File: src/rtl/lvds_tx_bus_ctrl.sv
// Round-robin arbiter and frame sequencer for a shared half-duplex tri-state LVDS driver.
// Each grant drives: guard low, start bit, LSB-first payload, stop bit, then guarded high-Z release.
module lvds_tx_bus_ctrl #(
    parameter int DATA_W    = 8,
    parameter int GUARD_CYC = 2
) (
    input  logic              clk,
    input  logic              rst,
    input  logic [1:0]        req_i,
    input  logic [DATA_W-1:0] din0_i,
    input  logic [DATA_W-1:0] din1_i,
    input  logic              hold_i,
    output logic [1:0]        gnt_o,
    output logic              busy_o,
    output logic              done_o,
    output logic              tx_i_o,
    output logic              tx_t_o
);

    localparam int CNT_MAX = (GUARD_CYC > DATA_W) ? GUARD_CYC : DATA_W;
    localparam int CW      = $clog2(CNT_MAX + 1);

    typedef enum logic [2:0] {
        IDLE,
        ENABLE,
        START,
        DATA,
        STOP,
        RELEASE
    } state_t;

    state_t            state_q;
    logic [CW-1:0]     cnt_q;
    logic [DATA_W-1:0] shift_q;
    logic              rr_q;
    logic [1:0]        gnt_q;
    logic              busy_q;
    logic              done_q;
    logic              tx_i_q;
    logic              tx_t_q;
    logic              win_d;

    // A lone requester always wins; the pointer only breaks ties.
    always_comb begin
        win_d = rr_q;
        if (req_i == 2'b01) begin
            win_d = 1'b0;
        end else if (req_i == 2'b10) begin
            win_d = 1'b1;
        end
    end

    // NOTE: every state register uses non-blocking assignment so all of them update
    // together from the same pre-edge values, whatever order the statements appear in.
    always_ff @(posedge clk or posedge rst) begin
        if (rst) begin
            state_q <= IDLE;
            cnt_q   <= '0;
            shift_q <= '0;
            rr_q    <= 1'b0;
            gnt_q   <= 2'b00;
            busy_q  <= 1'b0;
            done_q  <= 1'b0;
            tx_i_q  <= 1'b0;
            tx_t_q  <= 1'b1;
        end else begin
            gnt_q  <= 2'b00;
            done_q <= 1'b0;
            case (state_q)
                IDLE: begin
                    if (!hold_i && (req_i != 2'b00)) begin
                        gnt_q   <= win_d ? 2'b10 : 2'b01;
                        shift_q <= win_d ? din1_i : din0_i;
                        rr_q    <= ~win_d;
                        busy_q  <= 1'b1;
                        tx_t_q  <= 1'b0;
                        tx_i_q  <= 1'b0;
                        cnt_q   <= CW'(GUARD_CYC - 1);
                        state_q <= ENABLE;
                    end
                end
                ENABLE: begin
                    if (cnt_q == '0) begin
                        tx_i_q  <= 1'b1;
                        state_q <= START;
                    end else begin
                        cnt_q <= cnt_q - CW'(1);
                    end
                end
                START: begin
                    tx_i_q  <= shift_q[0];
                    shift_q <= shift_q >> 1;
                    cnt_q   <= CW'(DATA_W - 1);
                    state_q <= DATA;
                end
                DATA: begin
                    if (cnt_q == '0) begin
                        tx_i_q  <= 1'b0;
                        state_q <= STOP;
                    end else begin
                        tx_i_q  <= shift_q[0];
                        shift_q <= shift_q >> 1;
                        cnt_q   <= cnt_q - CW'(1);
                    end
                end
                STOP: begin
                    tx_t_q  <= 1'b1;
                    tx_i_q  <= 1'b0;
                    done_q  <= 1'b1;
                    cnt_q   <= CW'(GUARD_CYC - 1);
                    state_q <= RELEASE;
                end
                RELEASE: begin
                    if (cnt_q == '0) begin
                        busy_q  <= 1'b0;
                        state_q <= IDLE;
                    end else begin
                        cnt_q <= cnt_q - CW'(1);
                    end
                end
                default: begin
                    busy_q  <= 1'b0;
                    tx_t_q  <= 1'b1;
                    tx_i_q  <= 1'b0;
                    state_q <= IDLE;
                end
            endcase
        end
    end

    assign gnt_o  = gnt_q;
    assign busy_o = busy_q;
    assign done_o = done_q;
    assign tx_i_o = tx_i_q;
    assign tx_t_o = tx_t_q;

endmodule

File: config.mk
export PLATFORM = sky130hd
export DESIGN_NAME = lvds_tx_bus_ctrl
export DESIGN_NICKNAME = d
export VERILOG_FILES = /design/src/rtl/lvds_tx_bus_ctrl.sv
export SDC_FILE = /design/constraint.sdc
export NUM_CORES = 1
export LEC_CHECK = 0
export CAP_MARGIN = 10
export CORE_UTILIZATION = 46
export CTS_CLUSTER_SIZE = 16
export DETAILED_ROUTE_END_ITERATION = 10
export HOLD_SLACK_MARGIN = 0.02
export PLACE_DENSITY = 0.83
export SLEW_MARGIN = 15
export SYNTH_ARGS = -nofsm -noshare
export SYNTH_HDL_FRONTEND = slang
export SYNTH_SLANG_ARGS = --single-unit
File: constraint.sdc
create_clock -name clk -period 1.6 [get_ports clk]
set_clock_uncertainty 0.05 [all_clocks]
set_input_delay 0.32 -clock clk [delete_from_list [all_inputs] [get_ports clk]]
set_output_delay 0.32 -clock clk [all_outputs]
set_load 0.02 [all_outputs]
# Word-level counts from Yosys, hierarchy flattened
# Cells that the tools add are included.
totals:
  ff_bits: 22
  wordCells: 70
  mem_count: 0
  out_inout_bits: 6
  rom_bits: 0
  in_bits: 21
  latchBits: 0
  mem_bits_rw: 0
op_classes:
  n_mux: 26
  n_eq_ne: 13
  addsub: 1
  div: 0
  n_reduce_logical: 17
  n_mul: 0
  shift: 0
  bitwise: 4
  order_cmp: 0
ops:
  columns: ["cell", "n"]
  rows:
  - ["2-to-1 mux 8 bit", 3]
  - ["case mux 8 bit (3 select lines)", 1]
  - ["case mux 3 bit (6 select lines)", 1]
  - ["case mux 4 bit (4 select lines)", 1]
  - ["2-to-1 mux 3 bit", 4]
  - ["!= test 2 bit, second input constant", 6]
  - ["AND reduction 3 bit", 4]
  - ["2-to-1 mux 1 bit", 8]
  - ["2-to-1 mux 4 bit", 2]
  - ["OR reduction 4 bit", 2]
  - ["equality test 3 x 2 -> 1 bit, second input constant", 2]
  - ["equality test 3 bit, second input constant", 2]
  - ["2-to-1 mux 2 bit", 3]
  - ["case mux 1 bit (5 select lines)", 1]
  - ["logical NOT 4 bit", 1]
  - ["NOT 1 bit", 4]
  - ["AND reduction 2 bit", 2]
  - ["AND reduction 4 bit", 1]
  - ["nonzero test 4 bit", 1]
  - ["subtractor 4 x 1 -> 4 bit, second input constant", 1]
  - ["equality test 3 x 1 -> 1 bit, second input constant", 1]
  - ["logical NOT 3 bit", 1]
  - ["case mux 1 bit (3 select lines)", 1]
  - ["nonzero test 3 bit", 1]
  - ["7 further kinds", 7]

# Logic depth before layout (Yosys ltp)
depth:
  depth_word: 6
  mapped_depth: 8
  depth_no_buf: 6

# Least setup slack after synthesis
# OpenSTA, ideal clock, no wires.
synth_timing:
  path_type: "flip-flop to flip-flop"
  from: "register cnt_q[0]"
  to: "register shift_q[7]"
  t_required_ns: 1.470
  setup_ns: 0.080
  stages_incl_launch_ff: 9
  synth_period_minus_slack_ns: 1.601
  path_buffers: 2
  path_slack_ns: -0.001
  arrival_time_ns: 1.472
  cell_sequence: "dfrtp_1 -> inv_1 -> ha_1 -> nor4bb_1 -> buf_4 -> nor2_4 -> and2_4 -> buf_6 -> o22ai_2"
synth_via:
  elab_chain_cells: 3
synth_lines:
  columns: ["element", "line_no", "text"]
  rows:
  - ["start, declared", "33", "logic [CW-1:0] cnt_q;"]
  - ["start signal, assigned", "78", "cnt_q <= CW'(GUARD_CYC - 1);"]
  - ["start signal, assigned", "87", "cnt_q <= cnt_q - CW'(1);"]
  - ["start signal, assigned", "93", "cnt_q <= CW'(DATA_W - 1);"]
  - ["logical NOT 4 bit", "97", "if (cnt_q == '0) begin"]
  - ["!= test 2 bit (no line)", null, null]
  - ["AND reduction 3 bit (no line)", null, null]
  - ["end signal, assigned", "73", "shift_q <= win_d ? din1_i : din0_i;"]
  - ["end signal, assigned", "92", "shift_q <= shift_q >> 1;"]
  - ["end signal, assigned", "102", "shift_q <= shift_q >> 1;"]
  - ["end, declared", "34", "logic [DATA_W-1:0] shift_q;"]
# Every way passes these cells.
# A chain may end at the register's enable or synchronous reset.

# Worst setup path after layout
layout_timing:
  from: "register cnt_q[1]"
  to: "register shift_q[6]"
# Same word-level chain as after synthesis.

==> results.tsv <==
metric	value	unit
critPathLaunchType	flip-flop	
clock-sinks	22	
drc	0	
synth_cell_types	35	
drt_iter0_drc	67	
end_kind	flip-flop	
yosysSeqAreaShare	41.5	%
rsz0062_at_grt	true	
cts_max_level	1	
tightest_slew	0.387	ns
antenna_found_initial	0	
tritoncts	yes	
yosys_register_bits	22	
worstHoldPathType	in2async	
start_util	48.2	%
fin_nets	207	
place_congestion	0.771	
die_h	55.8	µm
num_vias	1261	
setup_viol	3	
layout-drive-gt1-share	26.2	%
critPathMaxFanout	8	
r2r_start	cnt_q[1]	
wirelength	3.32	mm
cts_root_buffer	clkbuf_4	
p_per_area	1940	nW/µm²
grt_max_degree	23	
finalCritPeriodShare	102	%
cts.clk_slew.worst_paths	0.13	ns
synth_top_cell_area_share	39.5	%
layout_min_cycle_time	1.63	ns
cts_buffers	3	
synth_top_flop_cell	dfrtp_1	
syn_avg_cell_area	9.43	µm²
violations	setup timing	
synthCells	141	
core	2760	µm²
status	finished, violations left	
max_clock_freq	614	MHz
setup_ws	-0.0282	ns
worstPathRequired	1.80	ns
io_pins	27	
avgViaCountPerCell	5.89	
slew_headroom	74.1	%
diodes	0	
post_drt_wl_per_cell	15.5	µm
crit_arrival	1.83	ns
drv_cap	0	
syn_area	1330	µm²
clk_latency	0.32	ns
tns	-0.0407	ns
synth_edf_count	0	
report.final.slew_viol_count	0	
grt-ovfl-total	0	
placed_cell_area	1700	µm²
crit_path_start	cnt_q[1]	
grt_use_total	21.0	%
numPortBuffers	26	
die_x	55.8	µm
grt_pass1_vias	1227	
synthTopCellsByArea	dfrtp_1 (40%), o211ai_1 (8.5%), a31oi_2 (6.6%)	
dpl.hpwl	2.36	mm
grt_pass1_wl	5.18	mm
ir_worst_vdd	0.00115	V
dieArea	3110	µm²
rows	19	
design_area	1810	µm²
hold_viol_final	0	
synth_area_leader_cell	dfrtp_1	
syn2layout_area_growth	36.4	%
reg2reg_slack	-0.03	ns
ant_nets	0	
p_leak	0.785	nW
holdWs	0.262	ns
synth_nets	164	
yosysWarnings	0	
worstSetupPathType	reg2reg	
dr.pass1.iters	7	
async_reset_ff_share	100	%
cts_max_path_buffers	2	
report_power, final:
part           internal [W]  switching (W)
clock network      0.000139       0.000182
logic               0.00102        0.00111
registers          0.000812       0.000256
total               0.00197        0.00154
worst paths after layout:
| kind | to | cells after the start |
|---|---|---|
| max reg2reg | shift_q[6] | 7 |
| max | shift_q[6] | 7 |
| min reg2reg | busy_o | 2 |
| min | gnt_o[1] | 3 |
| max in group asynchronous | tx_t_o | 3 |
| min in group clk | busy_o | 2 |
cell families (layout without fill, tap and decap cells):
| group | count (synthesis) | count (layout) | share of synthesized area, % |
|---|---|---|---|
| simple gates | 36 | 37 | 14.1 |
| buf+inv | 25 | 66 | 9.12 |
| xor+xnor | 1 | 1 | 0.659 |
| compound gates | 55 | 55 | 32.7 |
| fa+ha+maj | 2 | 2 | 1.88 |
| flops | 22 | 22 | 41.5 |
stage by stage:
step	power, W	utilization (%)	setup slack, ns	std cells
3_3_place_gp	0.00285	61.6	-0.198	203
4_1_cts	0.00330	63.4	0.00287	210
2_1_floorplan	0.00243	-	0.0110	141
3_5_place_dp	0.00297	61.6	-0.266	203
6_report	0.00352	65.8	-0.0282	214
5_1_grt	0.00373	65.8	-0.0925	214
per-layer routing:
layer | vias up | global-route usage [%] | routed length, µm
met3 | 10 | 3.26 | 218
met1 | 599 | 23.9 | 1280
li1 | 587 | - | -
met5 | - | 0 | 0
met4 | 0 | 8.21 | 76
met2 | 65 | 39.1 | 1740
timing repair:
item                       in CTS  in global routing
setup buffers                   2                  5
setup endpoints to repair      14                 12
pin swaps                       2                  2
resized for setup               7                  6
gates cloned                    1                  0
hold buffers                    0                  0
worst max-delay path: stages (launching register included):
cell	delay (ns)
dfrtp_1	0.42
inv_2	0.10
ha_4	0.14
nor4bb_4	0.22
buf_4	0.20
nor2_4	0.05
and2_4	0.21
a31oi_4	0.18
cells in the final DEF (no fill, tap or decap), types with 4 or more instances in the layout:
master	n
a31oi_2	6
inv_1	10
a21oi_1	14
dlygate4sd2_1	6
buf_4	22
dfrtp_1	21
nand2_1	14
nor2_1	7
clkdlybuf4s50_1	20
nand2b_1	4
o211ai_1	15
synth_stat cells (2+ instances only):
library cell  number
nor3_1             3
a22oi_1            2
dfrtp_1           21
inv_1             12
buf_2              7
nor2_1             7
o211ai_1          15
a21oi_1           14
nand2b_1           4
o22a_1             2
o21a_1             2
nand2_1           14
nand3_1            2
a32o_1             2
buf_4              3
a31oi_2            7
o21ai_0            3
nor2b_1            2
ha_1               2
o21ai_1            2
flip-flops by register name, indices dropped and copies added (netlist names):
signal   count
busy_o       1
cnt_q        4
done_o       1
gnt_o        2
rr_q         1
shift_q      8
state_q      3
tx_i_o       1
tx_t_o       1
area by class of cell:
class / count / area (µm²)
fill: 205 / 943
multi-input combinational: 95 / 701
sequential: 22 / 552
timing repair buffer: 49 / 438
inverter: 13 / 48.8
tap: 31 / 38.8
clock buffer: 4 / 36.3
No activity file was read; power rests on OpenSTA's default activity.
